===== config.mk =====
export PLATFORM = sky130hd
export DESIGN_NAME = sd_line_tx
export DESIGN_NICKNAME = d
export VERILOG_FILES = /design/src/rtl/sd_line_pkg.sv /design/src/rtl/sd_symbol_gen.sv /design/src/rtl/sd_line_tx.sv
export SDC_FILE = /design/constraint.sdc
export NUM_CORES = 1
export LEC_CHECK = 0
export CORE_UTILIZATION = 25
export DETAILED_ROUTE_END_ITERATION = 10
export PLACE_DENSITY = 0.44
export SETUP_SLACK_MARGIN = 0.1
export SLEW_MARGIN = 20
export SYNTH_ARGS = -nofsm -noshare
export SYNTH_HDL_FRONTEND = slang
export SYNTH_SLANG_ARGS = --single-unit

===== constraint.sdc =====
create_clock -name C -period 3.1 [get_ports C]
set_input_delay 0.62 -clock C [delete_from_list [all_inputs] [get_ports C]]
set_output_delay 0.62 -clock C [all_outputs]
set_load 0.02 [all_outputs]

===== src/rtl/sd_line_pkg.sv =====
// ============================================================================
// Module   : sd_line_pkg
// Purpose  : Shared types and symbol timing for the S/D line transmitter/receiver.
// Revision : 1.0 - initial release
// ============================================================================
`default_nettype none

package sd_line_pkg;

  typedef enum logic [1:0] {
    ST_IDLE   = 2'd0,
    ST_STROBE = 2'd1,
    ST_GAP1   = 2'd2,
    ST_GAP2   = 2'd3
  } sd_state_e;

  localparam int unsigned GAP_CYCLES_0 = 1;
  localparam int unsigned GAP_CYCLES_1 = 2;

  // Number of S=0 cycles that close a symbol carrying bit b.
  function automatic int unsigned gap_len(input logic b);
    return b ? GAP_CYCLES_1 : GAP_CYCLES_0;
  endfunction

endpackage

`default_nettype wire


===== src/rtl/sd_symbol_gen.sv =====
// ============================================================================
// Module   : sd_symbol_gen
// Purpose  : Shapes one bit into an S/D symbol (strobe, then one or two gaps).
// Revision : 1.0 - initial release
// ============================================================================
`default_nettype none

module sd_symbol_gen
  import sd_line_pkg::*;
#(
  parameter int HOLD = 1
) (
  input  logic clk,
  input  logic rst,
  input  logic start,
  input  logic bit_in,
  output logic s,
  output logic d,
  output logic sym_end,
  output logic active
);

  localparam int HCW = $clog2(HOLD + 1);
  localparam logic [HCW-1:0] HOLD_LAST = HCW'(HOLD - 1);

  sd_state_e      r_state;
  sd_state_e      w_state_next;
  logic           r_bit;
  logic [HCW-1:0] r_hold_cnt;
  logic           w_last_gap1;
  logic           w_take;

  assign w_last_gap1 = (gap_len(r_bit) == 32'd1);
  // A new symbol may only begin from idle or on the closing cycle of the current one.
  assign w_take      = start & ((r_state == ST_IDLE) | sym_end);

  always_ff @(posedge clk) begin
    if (rst) begin
      r_state    <= ST_IDLE;
      r_bit      <= 1'b0;
      r_hold_cnt <= '0;
    end else begin
      r_state <= w_state_next;
      if (w_take) begin
        r_bit      <= bit_in;
        r_hold_cnt <= '0;
      end else if (r_state == ST_STROBE) begin
        r_hold_cnt <= r_hold_cnt + 1'b1;
      end
    end
  end

  always_comb begin
    w_state_next = r_state;
    case (r_state)
      ST_IDLE:   if (w_take) w_state_next = ST_STROBE;
      ST_STROBE: if (r_hold_cnt == HOLD_LAST) w_state_next = ST_GAP1;
      ST_GAP1: begin
        if (!w_last_gap1) w_state_next = ST_GAP2;
        else              w_state_next = w_take ? ST_STROBE : ST_IDLE;
      end
      ST_GAP2:   w_state_next = w_take ? ST_STROBE : ST_IDLE;
      default:   w_state_next = ST_IDLE;
    endcase
  end

  always_comb begin
    s       = 1'b0;
    d       = 1'b0;
    sym_end = 1'b0;
    active  = 1'b0;
    case (r_state)
      ST_STROBE: begin
        s      = 1'b1;
        d      = r_bit;
        active = 1'b1;
      end
      ST_GAP1: begin
        d       = r_bit;
        active  = 1'b1;
        sym_end = w_last_gap1;
      end
      ST_GAP2: begin
        d       = r_bit;
        active  = 1'b1;
        sym_end = 1'b1;
      end
      default: ;
    endcase
  end

endmodule

`default_nettype wire


===== src/rtl/sd_line_tx.sv =====
// ============================================================================
// Module   : sd_line_tx
// Purpose  : S/D line transmitter: valid/ready word intake, MSB-first serialiser.
// Revision : 1.0 - initial release
// ============================================================================
`default_nettype none

module sd_line_tx
  import sd_line_pkg::*;
#(
  parameter int WIDTH = 8,
  parameter int HOLD  = 1
) (
  input  logic             C,
  input  logic             aR,
  input  logic [WIDTH-1:0] tx_data,
  input  logic             tx_valid,
  output logic             tx_ready,
  output logic             S,
  output logic             D,
  output logic             busy,
  output logic             done
);

  localparam int BCW = $clog2(WIDTH + 1);
  localparam logic [BCW-1:0] BITS_FULL = BCW'(WIDTH);
  localparam logic [BCW-1:0] BITS_LAST = BCW'(1);

  logic [WIDTH-1:0] r_shift;
  logic [WIDTH-1:0] w_shift_next;
  logic [BCW-1:0]   r_bit_cnt;
  logic             w_active;
  logic             w_sym_end;
  logic             w_accept;
  logic             w_more;
  logic             w_start;
  logic             w_bit;

  assign tx_ready     = ~w_active;
  assign w_accept     = tx_valid & tx_ready;
  assign w_more       = w_sym_end & (r_bit_cnt != BITS_LAST);
  assign w_start      = w_accept | w_more;
  assign w_shift_next = r_shift << 1;
  // The generator latches the bit on start, so feed it the bit that will be current next cycle.
  assign w_bit        = w_accept ? tx_data[WIDTH-1] : w_shift_next[WIDTH-1];

  always_ff @(posedge C) begin
    if (aR) begin
      r_shift   <= '0;
      r_bit_cnt <= '0;
    end else if (w_accept) begin
      r_shift   <= tx_data;
      r_bit_cnt <= BITS_FULL;
    end else if (w_sym_end) begin
      r_shift   <= w_shift_next;
      r_bit_cnt <= r_bit_cnt - 1'b1;
    end
  end

  sd_symbol_gen #(
    .HOLD (HOLD)
  ) u_symbol_gen (
    .clk     (C),
    .rst     (aR),
    .start   (w_start),
    .bit_in  (w_bit),
    .s       (S),
    .d       (D),
    .sym_end (w_sym_end),
    .active  (w_active)
  );

  assign busy = w_active;
  assign done = w_sym_end & (r_bit_cnt == BITS_LAST);

endmodule

`default_nettype wire


; ---- Word-level counts from Yosys, hierarchy flattened
; Index checks and enable logic that the tools add are counted.
[classes]
n_addsub = 2
eq_ne = 8
muxes = 15
bitwise_logic = 7
n_reduce_logical = 6
[ops]
columns = op, n
row1 = == test 32 x 1 -> 1 bit (second input constant), 1
row2 = 2-to-1 mux 7 bit, 2
row3 = 2-to-1 mux 2 bit, 4
row4 = 2-to-1 mux 4 bit, 2
row5 = one-hot mux 2 bit (4 select lines), 1
row6 = 2-to-1 mux 1 bit, 5
row7 = AND 1 bit, 4
row8 = == test 2 bit (second input constant), 2
row9 = == test 4 x 1 -> 1 bit (second input constant), 1
row10 = != test 4 x 1 -> 1 bit (second input constant), 1
row11 = OR reduction 2 bit, 2
row12 = subtractor 4 x 1 -> 4 bit (second input constant), 1
row13 = OR reduction 3 bit, 1
row14 = == test 2 x 1 -> 1 bit (second input constant), 1
row15 = zero test 2 bit, 1
row16 = != test 2 x 1 -> 1 bit (second input constant), 1
row17 = != test 2 bit (second input constant), 1
row18 = OR 1 bit, 2
row19 = one-hot mux 1 bit (2 select lines), 1
row20 = AND reduction 2 bit, 1
row21 = nonzero test 2 bit, 1
row22 = adder 1 bit (second input constant), 1
row23 = inverter 1 bit, 1
[word_totals]
register_bits = 15
inputBits = 11
out_inout_bits = 5
elab_cells = 44

; ---- Logic depth before layout (Yosys ltp)
[depth]
ltp_word = 10
mapped_depth = 5
mapped_depth_nobuf = 5

; ---- Hierarchy
; From an unflattened synthesis, not the netlist that was laid out.
[hier_totals]
cells_unflattened = 87
hier_area_um2 = 793.3
[modules_own_cells]
columns = mod, n_inst, cells_per_inst, area_per_inst_um2, seq_area_each_um2
row1 = sd_line_tx, 1, 61, 571.8, 220.2
row2 = sd_symbol_gen, 1, 26, 221.5, 80.1

; ---- Least setup slack after synthesis
; Ideal clock, no wire load.
[synth_path]
path_type = register to output
from = register u_symbol_gen.r_state[1]
to = output port busy
arrival_time_ns = 1.187
required_ns = 2.480
setup_slack_ns = 1.293
stages_incl_launch_ff = 5
n_path_buf = 2
path_cell_list = dfxtp_1 buf_2 buf_2 nor2_1 inv_1
[synth_via]
elab_chain_cells = 3
word_cells_on_any_way = 5
classes_between = eq/ne (3) / mux (1) / reduce/logical (1)
[synth_rtl]
columns = item, line
row1 = start: declaration, sd_symbol_gen.sv:26  ; sd_state_e r_state;
row2 = start signal: assignment, sd_symbol_gen.sv:43  ; r_state <= w_state_next;
row3 = == test 2 bit or == test 2 x 1 -> 1 bit (tied branches), sd_symbol_gen.sv:72  ; case (r_state)
row4 = OR reduction 3 bit (no source line) *, n/a
row5 = 2-to-1 mux 1 bit *, sd_symbol_gen.sv:72
row6 = end: declaration, sd_line_tx.sv:21  ; output logic busy,
; Every way passes the cells marked *; elsewhere a longest branch is shown, timed or not.

; ---- Worst setup path in the final report
[layout_path]
from = register u_symbol_gen.r_state[0]
to = output port done
[layout_via]
elab_chain_cells = 3
word_cells_on_any_way = 4
classes_between = eq/ne (2) / mux (1) / bitwise (1)
[layout_rtl]
columns = item, line
row1 = == test 2 bit, sd_symbol_gen.sv:72
row2 = one-hot mux 1 bit (2 select lines) *, sd_symbol_gen.sv:72
row3 = AND 1 bit *, sd_line_tx.sv:74  ; assign done = w_sym_end & (r_bit_cnt == BITS_LAST);
row4 = end: declaration, sd_line_tx.sv:22  ; output logic done
; Marked as above.

==> summary.md <==
### Detailed routing
- 1700 µm — total wire length
- 683 — total vias in the final route
- 12.7 µm — Routed wire per std cell
- 0 — remaining antenna violation count after routing
- 20 — DRT iter0 DRCs
- 2 — DRC
- 5.10 — per-cell via count in the routed design
- 7 — TritonRoute pass-1 iters

### STA
- 0.364 GHz — upper clock frequency limit
- 88.5% — period utilization
- 0.00177 ns — maximum clock skew at final layout
- 64.3% — Max-Slew Margin vs Limit
- 2.74 ns — clock period minus final worst setup slack
- 0 — number of max-slew violations in the final report
- 0 ns — final sum of negative setup slack
- 0 — final hold viol count
- false — RSZ-0062 raised after global routing
- 0 — # setup viols final
- 0.532 ns — transition time at the pin with the least slew margin

### Critical path
- 12 — worst-path maximum fanout
- u_symbol_gen.r_state[0] — startpoint of the worst register-to-register path
- primary output — sort of element at the end of the critical path
- u_symbol_gen.r_state[0] — CP startpoint
- 1.60 ns — reg2reg setup slack
- 2.48 ns — Crit path required time
- 0.60 ns — crit-path max cell delay
- register — critical path launch point type
- r_shift[2] — R2R Path End
- reg2out — type of the worst setup path
- nand2b_1 > nand2_1 > nor2_1 > clkdlybuf4s50_1 — list of cells traversed by the critical path
- 2.12 ns — Critical Path AT
- 3 — number of cells on the worst reg-to-reg path
- clkdlybuf4s50_1 — slowest CP cell

### Logic synthesis
- 32 — Cell variety after synth
- compound AO/OA/AOI/OAI gates — combinational family with the most area after synthesis
- dfxtp_1 — dominant register cell in the synthesized netlist
- 8.73 µm² — mean cell area of the mapped netlist
- 38.6% — sequential area share after synthesis
- 27.7% — fraction of the mapped netlist area in compound gates
- 0 — number of enable flip-flop cells after synthesis
- 0 — synthesis warning total
- 777 µm² — combined area of all synthesized cells
- 3.22% — arithmetic-cell share of the synthesized area counting full adders, half adders and majority gates
- 1.29% — fraction of synthesized area in multiplexers
- 19.2% — post-synthesis simple-gate area fraction
- 89 — number of cells produced by synthesis
- 1.13% — area share of xor/xnor cells in the synthesized design
- 15 — flop and latch count out of synthesis
- 0% — async set or reset register ratio after synthesis
- 102 — total nets after synthesis

### Power and ir drop
- 481 mW/mm² — power density relative to cell area
- 0.197 mV — highest ir drop seen on vdd
- 0.347 nW — Static Leak

### Finish
- 117 — number of nets in the layout
- 303 — filler cell count in the final layout
- 0 — number of inserted diodes
- 24.3% — Area growth, synth to finish
- 33.9% — final cell utilization of the core
- 13.6% — share of post-route cells with drive strength above 1

### Status
- complete, but fails checks — result of the run
- DRC — violated checks

### Clock network
- 0.28 ns — Skew-Pair Late Insertion Delay
- built — clock tree from TritonCTS
- 2 — maximum clock insertion buffer count
- 1 — # H-tree levels
- clkbuf_4 — Root Driver
- 15 — clock sink total
- 0 — count of hold-fix buffers inserted at cts
- 0 — number of buffers inserted by post-CTS setup repair
- 0 — cts repair resizes
- 0.10 ns — clock-pin slew reported for the worst setup and hold paths after clock tree synthesis
- 3 — number of CTS-inserted buffers

### Global route
- 3010 µm — wire length of the first global-routing pass
- 11.7% — global router's overall resource usage
- 0 — number of antenna violations at the first check in global routing
- 15 — pin count of the biggest net entering global routing
- 0 — sum of overflow across all layers after global routing
- 630 — vias in the first global route

### Floorplan
- 16 — total I/O pin count
- 0.00285 mm² — Std-Cell Core Area
- 19 — Placement Rows
- 57.8 µm — die span in x
- 27.2% — initial standard-cell utilization of the core
- 57.8 µm — die boundary height
- 0.00334 mm² — full die area

### Worst hold path
- reg2reg — Hold Path Class
- r_shift[1] — hold path startpoint
- 2 — WHS Path Cells
- r_shift[1] — destination of the worst hold path

### Placed design
- 0.704 — GPL Wtd Cong
- 15 — number of I/O port buffers
- 1210 µm — Detailed Place HPWL

### Run
- 0 — max_cap viols

## Yosys cell counts, drive strengths merged, types with 2 or more instances
library cell  instances  area, µm²
or3b                  2       20.0
a21oi                12       60.1
nor2b                 2       12.5
nand2                 3       11.3
a31o                  2       17.5
buf                   5       31.3
inv                   9       33.8
o211ai                4       30.0
nand3                 3       15.0
nor2                  5       18.8
dfxtp                15        300
nor3                  2       10.0
o21ai                 2       13.8
ha                    2       25.0
o221a                 3       33.8
a311oi                2       17.5
a32oi                 3       26.3
nand2b                3       18.8
## registers in the layout, indices dropped and copies added (netlist names)
register                 flops
r_shift                      7
r_bit_cnt                    4
u_symbol_gen.r_state         2
u_symbol_gen.r_bit           1
u_symbol_gen.r_hold_cnt      1
## final cells by class
class | count | area, µm² | area share [%]
Tap cell | 31 | 38.8 | 4.02
Clock buffer | 3 | 22.5 | 2.33
Clock inverter | 1 | 5.00 | 0.518
Multi-Input combinational cell | 59 | 408 | 42.2
Sequential cell | 15 | 300 | 31.1
Timing Repair Buffer | 16 | 158 | 16.3
Inverter | 9 | 33.8 | 3.50
## report_power, final
group,internal [W],leakage [nW],total (W),switching (W)
registers,0.000212,0.123,0.000228,0.0000160
logic,0.0000576,0.206,0.000121,0.0000636
clock network,0.0000479,0.0177,0.000115,0.0000672
total,0.000317,0.347,0.000464,0.000147
## layout by cell type (no fill, tap or decap), types with 2 or more instances in the layout
cell type	count
a21oi_1	12
a311oi_1	2
a32oi_1	3
clkbuf_4	3
clkdlybuf4s50_1	15
dfxtp_1	15
ha_1	2
inv_1	9
nand2_1	3
nand2b_1	3
nand3_1	3
nor2_1	5
nor2b_1	2
nor3_1	2
o211ai_1	4
o221a_2	3
## per-stage QoR
stage                     hold WS [ns]  area (µm²)  cells  setup slack (ns)  total power (W)
after global routing             0.549         966    134             0.197         0.000501
after global placement           0.484         938    130             0.719         0.000355
after detailed placement         0.489         938    130             0.697         0.000354
after CTS                        0.503         966    134             0.352         0.000471
after floorplan                  0.466         777     89              1.29         0.000314
final                            0.498         966    134             0.355         0.000464
## kinds of logic (layout without fill, tap and decap cells)
group / after synthesis / after routing
compound gates: 30 / 30
simple gates: 25 / 25
flops: 15 / 15
buf+inv: 15 / 29
fa+ha+maj: 2 / 2
xor+xnor: 1 / 1
mux: 1 / 1
## critical path, delay by kind of cell (launching register included)
kind                   cells  cell delay (ns)
AND/OR/NAND/NOR            3             0.76
buffers and inverters      1             0.60
flip-flops                 1             0.47
## layer usage
metal	up-vias	GRT usage, %	routed length, µm
met5	-	0	0
met4	0	4.76	21
met3	4	2.68	76
met2	15	17.1	696
met1	310	16.6	904
li1	354	-	-
## worst max path at each step
stage	end	slack, ns	cells after the start
after floorplan	busy	1.29	4
after global placement	done	0.72	4
after detailed placement	done	0.70	4
after CTS	done	0.35	4
after global routing	done	0.20	4
final	done	0.36	4
Power figures use the tool's default switching activity.
